<file path="src/rtl/ed25519_pkg.sv">
// +----------------------------------------------------------------------------+
// | ed25519_pkg: field constants and inverter encodings for the ed25519 path.  |
// | Rev 1.0                                                                    |
// +----------------------------------------------------------------------------+
`default_nettype none

package ed25519_pkg;

  localparam int FIELD_W = 256;

  localparam logic [FIELD_W-1:0] P_MOD = (256'd1 << 255) - 256'd19;
  localparam logic [FIELD_W-1:0] EXP   = P_MOD - 256'd2;

  typedef enum logic [2:0] {
    ST_IDLE     = 3'd0,
    ST_SQ_REQ   = 3'd1,
    ST_SQ_WAIT  = 3'd2,
    ST_MUL_REQ  = 3'd3,
    ST_MUL_WAIT = 3'd4,
    ST_FINISH   = 3'd5
  } inv_state_t;

  typedef enum logic [1:0] {
    OP_SQ  = 2'd0,
    OP_MUL = 2'd1,
    OP_FIN = 2'd2
  } inv_op_t;

endpackage

`default_nettype wire

</file>
<file path="src/rtl/inv_exp_sequencer.sv">
// +----------------------------------------------------------------------------+
// | inv_exp_sequencer: exponent bit index and next-operation decision.         |
// | Rev 1.0                                                                    |
// +----------------------------------------------------------------------------+
`default_nettype none

module inv_exp_sequencer
  import ed25519_pkg::*;
(
  input  logic       clk,
  input  logic       rst,
  input  logic       load,
  input  logic       step,
  input  logic       after_mul,
  output inv_op_t    next_op,
  output logic [7:0] idx
);

  // Bit 254 is absorbed by seeding the accumulator with x.
  localparam logic [7:0] c_first_bit = 8'd253;

  logic [7:0] r_idx;
  logic       w_exp_bit;

  assign w_exp_bit = EXP[r_idx];
  assign idx       = r_idx;

  always_comb begin
    next_op = OP_SQ;
    if (!after_mul && w_exp_bit) begin
      next_op = OP_MUL;
    end else if (r_idx == 8'd0) begin
      next_op = OP_FIN;
    end
  end

  always_ff @(posedge clk) begin
    if (rst) begin
      r_idx <= 8'd0;
    end else if (load) begin
      r_idx <= c_first_bit;
    end else if (step && next_op == OP_SQ) begin
      r_idx <= r_idx - 8'd1;
    end
  end

endmodule

`default_nettype wire

</file>
<file path="src/rtl/seq_inv_25519.sv">
// +----------------------------------------------------------------------------+
// | seq_inv_25519: Fermat inverter x^(p-2) mod p driving an external multiplier.|
// | Rev 1.0                                                                    |
// +----------------------------------------------------------------------------+
`default_nettype none

module seq_inv_25519
  import ed25519_pkg::*;
(
  input  logic               clk,
  input  logic               rst,
  input  logic               start,
  input  logic [FIELD_W-1:0] x,
  output logic [FIELD_W-1:0] inv,
  output logic               done,
  output logic               busy,
  output logic               mul_start,
  output logic [FIELD_W-1:0] mul_a,
  output logic [FIELD_W-1:0] mul_b,
  input  logic [FIELD_W-1:0] mul_product,
  input  logic               mul_done
);

  inv_state_t         r_state;
  logic [FIELD_W-1:0] r_xr;
  logic [FIELD_W-1:0] r_inv;
  logic [FIELD_W-1:0] r_mul_a;
  logic [FIELD_W-1:0] r_mul_b;
  logic               r_done;
  logic               r_busy;
  logic               r_mul_start;

  logic               w_load;
  logic               w_in_wait;
  logic               w_step;
  logic               w_after_mul;
  inv_op_t            w_next_op;
  logic [7:0]         w_idx;

  assign w_load      = (r_state == ST_IDLE) && start;
  assign w_in_wait   = (r_state == ST_SQ_WAIT) || (r_state == ST_MUL_WAIT);
  assign w_step      = w_in_wait && mul_done;
  assign w_after_mul = (r_state == ST_MUL_WAIT);

  inv_exp_sequencer u_seq (
    .clk       (clk),
    .rst       (rst),
    .load      (w_load),
    .step      (w_step),
    .after_mul (w_after_mul),
    .next_op   (w_next_op),
    .idx       (w_idx)
  );

  // mul_a doubles as the accumulator; operands are loaded on the edge that
  // enters a *_REQ state so the request goes out one cycle after mul_done.
  always_ff @(posedge clk) begin
    if (rst) begin
      r_state     <= ST_IDLE;
      r_xr        <= '0;
      r_inv       <= '0;
      r_mul_a     <= '0;
      r_mul_b     <= '0;
      r_done      <= 1'b0;
      r_busy      <= 1'b0;
      r_mul_start <= 1'b0;
    end else begin
      r_done      <= 1'b0;
      r_mul_start <= 1'b0;
      case (r_state)
        ST_IDLE: begin
          r_busy <= 1'b0;
          if (start) begin
            r_xr        <= x;
            r_mul_a     <= x;
            r_mul_b     <= x;
            r_mul_start <= 1'b1;
            r_busy      <= 1'b1;
            r_state     <= ST_SQ_REQ;
          end
        end
        ST_SQ_REQ:  r_state <= ST_SQ_WAIT;
        ST_MUL_REQ: r_state <= ST_MUL_WAIT;
        ST_SQ_WAIT, ST_MUL_WAIT: begin
          if (mul_done) begin
            case (w_next_op)
              OP_MUL: begin
                r_mul_a     <= mul_product;
                r_mul_b     <= r_xr;
                r_mul_start <= 1'b1;
                r_state     <= ST_MUL_REQ;
              end
              OP_SQ: begin
                r_mul_a     <= mul_product;
                r_mul_b     <= mul_product;
                r_mul_start <= 1'b1;
                r_state     <= ST_SQ_REQ;
              end
              default: begin
                // Completion lands back in IDLE so a start in the done cycle is taken.
                r_inv   <= mul_product;
                r_done  <= 1'b1;
                r_state <= ST_IDLE;
              end
            endcase
          end
        end
        default: r_state <= ST_IDLE;
      endcase
    end
  end

  assign inv       = r_inv;
  assign done      = r_done;
  assign busy      = r_busy;
  assign mul_start = r_mul_start;
  assign mul_a     = r_mul_a;
  assign mul_b     = r_mul_b;

endmodule

`default_nettype wire

</file>
<file path="config.mk">
export PLATFORM = sky130hd
export DESIGN_NAME = seq_inv_25519
export DESIGN_NICKNAME = d
export VERILOG_FILES = /design/src/rtl/ed25519_pkg.sv /design/src/rtl/inv_exp_sequencer.sv /design/src/rtl/seq_inv_25519.sv
export SDC_FILE = /design/constraint.sdc
export NUM_CORES = 2
export LEC_CHECK = 0
export BUFFER_PORTS_ARGS = -buffer_cell sky130_fd_sc_hd__clkbuf_2
export CORE_AREA = 4 4 506 508
export DETAILED_ROUTE_END_ITERATION = 8
export DIE_AREA = 0 0 510 512
export GPL_ROUTABILITY_DRIVEN = 0
export PLACE_DENSITY = 0.35
export SYNTH_ARGS = -nofsm -noshare
export SYNTH_HDL_FRONTEND = slang
export SYNTH_SLANG_ARGS = --single-unit
</file>
<file path="constraint.sdc">
create_clock -name clk -period 2.22 [get_ports clk]
set_input_delay 0.666 -clock clk [delete_from_list [all_inputs] [get_ports clk]]
set_output_delay 0.666 -clock clk [all_outputs]
set_load 0.01 [all_outputs]
</file>
==> flow_summary.ini <==
[pwr]
power_density_mw_per_mm2 = 899.1
power_mw = 53.90
peakVddDrop_mv = 0.6540
leakage_nw = 25.01

[placed_design]
place_inst = 9402
hpwl_um = 179800
io_buffers = 1286
pre_cts_slack_ns = -0.2217

[synthesis]
synth_edf_count = 0
ys_dominant_reg_cell = dfxtp_1
synth_compound_area_frac = 0.2015
synth_top_family_by_area = compound AO/OA/AOI/OAI gates
yosys.area_share.xor_xnor = 0.0002153
yosysWarnings = 0
postSynthAreaPerCell_sq_um = 8.324
synth.area.top_cells = dfxtp_1, nand2_1, a21oi_1
synth-simple-area-share = 0.1745
syn_nets = 5406
yosysTopAreaCell = dfxtp_1
seq_area_frac_synth = 0.5109
yosysMostFrequentCell = nand2_1
synth-seq-cells = 1038
synth.distinct_cells = 43
synthArstFlopShare = 0
syn_area_sq_mm = 0.04067
yosys.area.top_type_share = 0.5109
synthCells = 4886
synth_common_cells = nand2_1, dfxtp_1, a21oi_1
synth_adder_area_share = 0.001231
synth_mux_area_frac = 0.06325

[clocking]
clock_path_buffers = 3
path_clk_slew_ns = 0.06
worstSkewPairLatency_ns = 0.80
h-tree-depth = 4
cts.sinks = 1038
cts_root_buf = clkbuf_16
cts_tree = done
numCtsBuffers = 138
postCtsHoldBufs = 0

[global_route]
grt-ovfl-total = 0
grtUsageTotal = 0.1729
grt_pass1_vias = 41500
grt_max_degree = 90
antenna_found_initial = 49
grt_pass1_wl_um = 329400

[setup_path]
required_ns = 2.85
end_kind = register
startpoint_type = register
path_class = register to register
path_max_fanout = 6
cp.arrival_ns = 2.90

[layout]
synthToLayoutAreaGrowth_pct = 47.41
fin_util = 0.2387
drive_above_1_share = 0.3166
nFillCells = 27760
multi_input_area_sq_mm = 0.01859
nNetsFinal = 6793
ff_latch_area_sq_mm = 0.02080
stdcell_count = 9741

[timing]
min_period_ns = 2.269
maxSlewViolCount = 0
setup_viol = 31
post-route-period-util = 1.022
fmax_ghz = 0.4406
final-hold-violation-count = 0
slew_headroom = 0.5990
worst_clock_skew_ns = 0.04877
grt_setup_unrepaired = yes
setup_ws_ns = -0.04938
worst_pin_slew_ns = 0.6015

[detailed_routing]
maxUsedRoutingLayer = met5
m1WireLength_um = 99050
num_vias = 42300
drt_iter0_markers = 2928
drtAntennaViolNets = 0
drt_first_pass_iters = 5
wl_per_cell_um = 25.27
routed_wl_um = 246200
route.met3.wl_um = 19340
remaining_drc_errors = 0
wl_met2_um = 121100
vias_per_cell = 4.342

[floorplanning]
start_util = 0.1619
die_w_um = 510
die_h_um = 512
ioPinCount = 1287
die-area_sq_mm = 0.2611
num_rows = 184
core_sq_mm = 0.2512

[hold_path]
min_path_type = input port to register

[job]
drv_cap = 0

[status]
violations = setup timing
status = finished, violations left
==> per-layer routing <==
metal / track usage / up-vias
met2: 0.3002 / 1551
li1: - / 19750
met1: 0.2033 / 20670
met4: 0.04801 / 12
met5: 0 / -
met3: 0.05439 / 316
==> worst max-delay path, cell delays in order (launching register included) <==
cell and delay [ns]:
dfxtp_2 0.33, or4_4 0.54, nor3_4 0.19, buf_4 0.15
o21a_4 0.22, buf_12 0.14, buf_16 0.13, buf_4 0.13
mux2i_1 0.19, o21ai_1 0.08
==> logic make-up after synthesis <==
group           count (synthesis)
fa+ha+maj                       4
xor+xnor                        1
compound gates               1304
flops                        1038
buf+inv                       442
simple gates                 1840
mux                           257
==> cell type report <==
class                      count  area share
tap                         3348     0.06987
clock inverter                34    0.007221
sequential                  1038      0.3470
antenna                       19   0.0007930
clock buffer                 207     0.06682
timing repair buffer        1686      0.1980
multi-input combinational   3406      0.3101
inverter                       3   0.0001878
==> cells in the final DEF, fill, tap and decap left out, types with 17 or more instances in the layout <==
| cell type | synthesis | routed |
|---|---|---|
| buf_16 | 0 | 20 |
| nor2_1 | 264 | 261 |
| buf_4 | 9 | 207 |
| mux2i_2 | 0 | 17 |
| a22oi_2 | 0 | 46 |
| clkbuf_16 | 0 | 169 |
| nand3_1 | 72 | 72 |
| nand2_1 | 1473 | 1460 |
| buf_6 | 14 | 30 |
| o21ai_0 | 68 | 38 |
| diode_2 | 0 | 19 |
| a21oi_1 | 514 | 507 |
| o21ai_1 | 191 | 218 |
| clkbuf_2 | 0 | 1282 |
| clkbuf_1 | 272 | 43 |
| a22oi_1 | 256 | 210 |
| dfxtp_1 | 1038 | 1026 |
| buf_12 | 0 | 99 |
| a311oi_1 | 260 | 257 |
| clkbuf_8 | 0 | 23 |
| mux2i_1 | 257 | 233 |
==> sequential cells by signal, indices dropped and copies added (netlist names) <==
register,count
busy,1
r_state,3
u_seq.idx,8
mul_a,256
done,1
r_xr,256
mul_b,256
mul_start,1
inv,256
==> repair_timing <==
item                                   in CTS  in global routing
gates cloned                               10                 31
gates resized for setup                    90                171
setup buffers                              24                 19
endpoints found under the hold margin       0                  0
setup endpoints to repair                 378                630
pin swaps                                   6                 22
==> final timing paths <==
| check | start | to | depth (start not counted) | slack [ns] |
|---|---|---|---|---|
| setup reg to reg | u_seq.idx[3] | mul_b[222] | 9 | -0.05 |
| hold reg to reg | r_xr[233] | r_xr[233] | 2 | 0.45 |
| setup / recovery | u_seq.idx[3] | mul_b[222] | 9 | -0.05 |
| hold / removal | x[30] | r_xr[30] | 3 | 0.13 |
==> power breakdown <==
| part | switching [mW] | total (mW) | internal, mW | leakage [nW] |
|---|---|---|---|---|
| Sequential | 0.970 | 21.1 | 20.2 | 8.51 |
| Combinational | 6.56 | 10.5 | 3.99 | 14.3 |
| Clock | 9.52 | 22.2 | 12.7 | 2.15 |
| Total | 17.0 | 53.9 | 36.9 | 25.0 |
==> metrics by stage <==
stage               area [sq um]  TNS (ns)  hold WS, ns
global route               59940    -15.25      0.08508
CTS                        58270    -2.736      0.02183
global placement           53010    -18.75       0.4402
detailed placement         53010    -24.69       0.4460
finish                     59950   -0.5036       0.1327
floorplan                  40670         0       0.4357
No activity file was read; power rests on OpenSTA's default activity.
